--- src/rtl/switch_capture_fifo.sv ---
// switch_capture_fifo: captures the switch word into a small FIFO on each rising
// edge of the debounced button level. The CPU drains it one word per read strobe.
//   clk, rst_n       clock, asynchronous active-low reset
//   btn_lvl          debounced button level (held, not a pulse)
//   sw               switch word, synchronous to clk
//   rd_en            CPU read strobe (one word per cycle)
//   clr_ovf          clears the sticky overflow flag
//   rd_data          head-of-FIFO word, 0 when empty (fall-through)
//   valid/full/count FIFO occupancy status
//   overflow         sticky: a press was dropped because the FIFO was full
module switch_capture_fifo #(
  parameter int unsigned DATA_W = 16,
  parameter int unsigned DEPTH  = 4,
  parameter int unsigned ADDR_W = 2
) (
  input  logic              clk,
  input  logic              rst_n,
  input  logic              btn_lvl,
  input  logic [DATA_W-1:0] sw,
  input  logic              rd_en,
  input  logic              clr_ovf,
  output logic [DATA_W-1:0] rd_data,
  output logic              valid,
  output logic              full,
  output logic [ADDR_W:0]   count,
  output logic              overflow
);

  localparam int unsigned CNT_W = ADDR_W + 1;

  logic [DATA_W-1:0] mem_q [DEPTH];
  logic [ADDR_W-1:0] wr_ptr_q, wr_ptr_d;
  logic [ADDR_W-1:0] rd_ptr_q, rd_ptr_d;
  logic [CNT_W-1:0]  count_q, count_d;
  logic              ovf_q, ovf_d;
  logic              btn_q;

  logic push, pop, wr_en, drop;

  // Status derived from the registered count.
  assign valid    = (count_q != '0);
  assign full     = (count_q == CNT_W'(DEPTH));
  assign count    = count_q;
  assign overflow = ovf_q;
  assign rd_data  = valid ? mem_q[rd_ptr_q] : '0;

  // One push per low->high transition; btn_q resets high so a held button
  // through reset release does not push.
  assign push  = btn_lvl & ~btn_q;
  assign pop   = rd_en & valid;
  // A pop in the same cycle frees the slot, so a full FIFO still accepts the push.
  assign wr_en = push & (~full | pop);
  assign drop  = push & full & ~pop;

  // Next-state for pointers, occupancy and sticky overflow.
  always_comb begin
    wr_ptr_d = wr_ptr_q;
    rd_ptr_d = rd_ptr_q;
    count_d  = count_q;
    ovf_d    = ovf_q;
    if (wr_en) wr_ptr_d = wr_ptr_q + ADDR_W'(1);
    if (pop)   rd_ptr_d = rd_ptr_q + ADDR_W'(1);
    if (wr_en && !pop)      count_d = count_q + CNT_W'(1);
    else if (pop && !wr_en) count_d = count_q - CNT_W'(1);
    // A drop in the same cycle as a clear wins.
    if (drop)         ovf_d = 1'b1;
    else if (clr_ovf) ovf_d = 1'b0;
  end

  // Control state register.
  always_ff @(posedge clk or negedge rst_n) begin
    if (!rst_n) begin
      wr_ptr_q <= '0;
      rd_ptr_q <= '0;
      count_q  <= '0;
      ovf_q    <= 1'b0;
      btn_q    <= 1'b1;
    end else begin
      wr_ptr_q <= wr_ptr_d;
      rd_ptr_q <= rd_ptr_d;
      count_q  <= count_d;
      ovf_q    <= ovf_d;
      btn_q    <= btn_lvl;
    end
  end

  // Storage is not reset; rd_data is masked while empty.
  always_ff @(posedge clk) begin
    if (wr_en) mem_q[wr_ptr_q] <= sw;
  end

endmodule

--- config.mk ---
export PLATFORM = sky130hd
export DESIGN_NAME = switch_capture_fifo
export DESIGN_NICKNAME = d
export VERILOG_FILES = /design/src/rtl/switch_capture_fifo.sv
export SDC_FILE = /design/constraint.sdc
export NUM_CORES = 1
export LEC_CHECK = 0
export ABC_AREA = 0
export BUFFER_PORTS_ARGS = -buffer_cell sky130_fd_sc_hd__buf_2
export CORE_MARGIN = 2
export CORE_UTILIZATION = 55
export CTS_CLUSTER_SIZE = 10
export DETAILED_ROUTE_END_ITERATION = 6
export PLACE_DENSITY = 0.8
export SKIP_CTS_REPAIR_TIMING = 1
export SYNTH_ARGS = -nofsm -noshare
export SYNTH_HDL_FRONTEND = slang
export SYNTH_SLANG_ARGS = --single-unit
export TNS_END_PERCENT = 50
--- constraint.sdc ---
create_clock -name clk -period 3.5 [get_ports clk]
set_input_delay 0.175 -clock clk [delete_from_list [all_inputs] [get_ports clk]]
set_output_delay 0.175 -clock clk [all_outputs]
set_load 0.005 [all_outputs]
==> impl_metrics.json <==
{
  "synth_nets": 170,
  "synth_cell_types": 26,
  "tns_ps": 0,
  "numClockSinks": 73,
  "dp_hpwl_um": 3330,
  "core_area_um2": 5140,
  "min_period_ps": 2520,
  "viasPerCell": 5.53,
  "gp_congestion": 0.696,
  "path_clk_slew_ps": 70,
  "cp.arrival_ps": 2780,
  "clock_latency_ps": 340,
  "status": "finished, final reports clean",
  "maxCapViolCount": 0,
  "async_flop_share": 0.123,
  "drc": 0,
  "cts_buffer_depth": 2,
  "fill_cells": 364,
  "fin_nets": 219,
  "p_per_area_nw_per_um2": 795,
  "setup_viol": 0,
  "synthCells": 143,
  "grt_pass1_wl_um": 7890,
  "drt_wl_total_um": 5070,
  "synth-edff-count": 64,
  "antennaDiodeCount": 0,
  "avgSynthCellArea_um2": 20.6,
  "fin_skew_ps": 7.03,
  "rows": 26,
  "routedWlPerCell_um": 19.0,
  "rsz0062_at_grt": "false",
  "critPathKind": "reg -> reg",
  "grt_usage": 0.184,
  "relSlewSlack": 0.331,
  "root_buffer": "clkbuf_8",
  "final.setup.worst_slack_ps": 976,
  "endpoint_kind": "register",
  "ioPinCount": 43,
  "place_ws_ps": 933,
  "netlist_area_um2": 2950,
  "worst_hold_slack_ps": 26.4,
  "grt_pass1_vias": 1523,
  "cp.required_ps": 3760,
  "postRouteAntennaNets": 0,
  "layout_common_cells": "edfxtp_1 (64), buf_2 (42), and2_1 (20)",
  "synth-seq-cells": 73,
  "hold_violations": 0,
  "grt_max_degree": 20,
  "die-area_um2": 5960,
  "fin_crit_sh": 0.721,
  "power_mw": 2.76,
  "die_w_um": 77.2,
  "drive_gt1_frac": 0.345,
  "worst_pin_slew_ps": 1000,
  "critical_path_peak_fanout": 19,
  "seq_area_frac_synth": 0.728,
  "start_util": 0.574,
  "clock.fmax_ghz": 0.396,
  "final_common_cell": "edfxtp_1",
  "first_pass_iters": 4,
  "maxSlewViolCount": 0,
  "die_h_um": 77.2,
  "vias": 1476,
  "hp-class": "in -> reg",
  "area_growth_pct": 17.8,
  "leakagePower_nw": 1.29,
  "cts_tree": "built",
  "io_buffers": 42,
  "start_kind": "register",
  "cts-buffers-inserted": 9,
  "drt_iter0_markers": 134,
  "htree_levels": 3,
  "ir_drop_uv": 519,
  "synth_flop_cell": "edfxtp_1",
  "overflow": 0,
  "yosysWarnings": 0,
  "antenna_found_initial": 0
}
## power by group
part	internal (mW)	switching, mW
logic	0.416	0.281
registers	1.08	0.155
clock network	0.539	0.294
## path summary, 6_finish.rpt
path	from	to	slack [ps]	cells after the start
max in group asynchronous	rst_n	btn_q	3050	2
min in group asynchronous	rst_n	wr_ptr_q[1]	200	2
max	count[0]	count[2]	980	8
min	clr_ovf	overflow	30	2
max reg2reg	count[0]	count[2]	980	8
min reg2reg	count[2]	count[2]	550	1
## flip-flops by register name, indices dropped and copies added (netlist names)
name / flops
btn_q: 1
count: 3
mem_q: 64
overflow: 1
rd_ptr_q: 2
wr_ptr_q: 2
## worst max-delay path, cell delays in order (launching register included)
cell and delay (ps):
dfrtp_1 460, or3_1 650, nand2_1 220, ha_1 200, inv_1 60, fa_1 380, xor2_1 160, nor2_1 140
xor2_1 170
## logic make-up after synthesis
logic type      after synthesis  share of synthesized area
flops                        73                      0.728
simple gates                 27                     0.0577
mux                          18                      0.140
buf+inv                      11                     0.0233
xor+xnor                      6                     0.0178
fa+ha+maj                     6                     0.0280
compound gates                2                    0.00467
## cell type report
class,count,area [um2],area share
clock buffers,9,124,0.0357
clock inverters,7,133,0.0382
flip-flops and latches,73,2150,0.619
repair buffers,44,230,0.0663
inverters,5,18.8,0.00540
multi-input cells,59,732,0.211
well taps,70,87.6,0.0252
## per-layer routing
metal / part of all wire / vias to the layer above / wire length [um] / global-route usage
li1: - / 655 / - / -
met2: 0.52 / 38 / 2640 / 0.303
met1: 0.41 / 774 / 2090 / 0.221
met3: 0.052 / 9 / 266 / 0.0718
met5: 0 / - / 0 / 0
met4: 0.016 / 0 / 79 / 0.0696
## Yosys cell counts, types with 2 or more instances
cell,number,area [um2]
and2_1,20,125
buf_2,3,15.0
edfxtp_1,64,1920
dfrtp_1,8,200
mux4_1,8,210
mux4_2,8,180
xnor2_1,4,35.0
inv_1,5,18.8
ha_1,5,62.6
xor2_1,2,17.5
## per-stage QoR
stage / std cells / instance area [um2] / util
2_1_floorplan: 143 / 2950 / -
3_3_place_gp: 249 / 3200 / 0.622
3_5_place_dp: 249 / 3200 / 0.622
4_1_cts: 265 / 3450 / 0.672
5_1_grt: 267 / 3470 / 0.676
6_report: 267 / 3470 / 0.676
No activity file was read; power rests on OpenSTA's default activity.
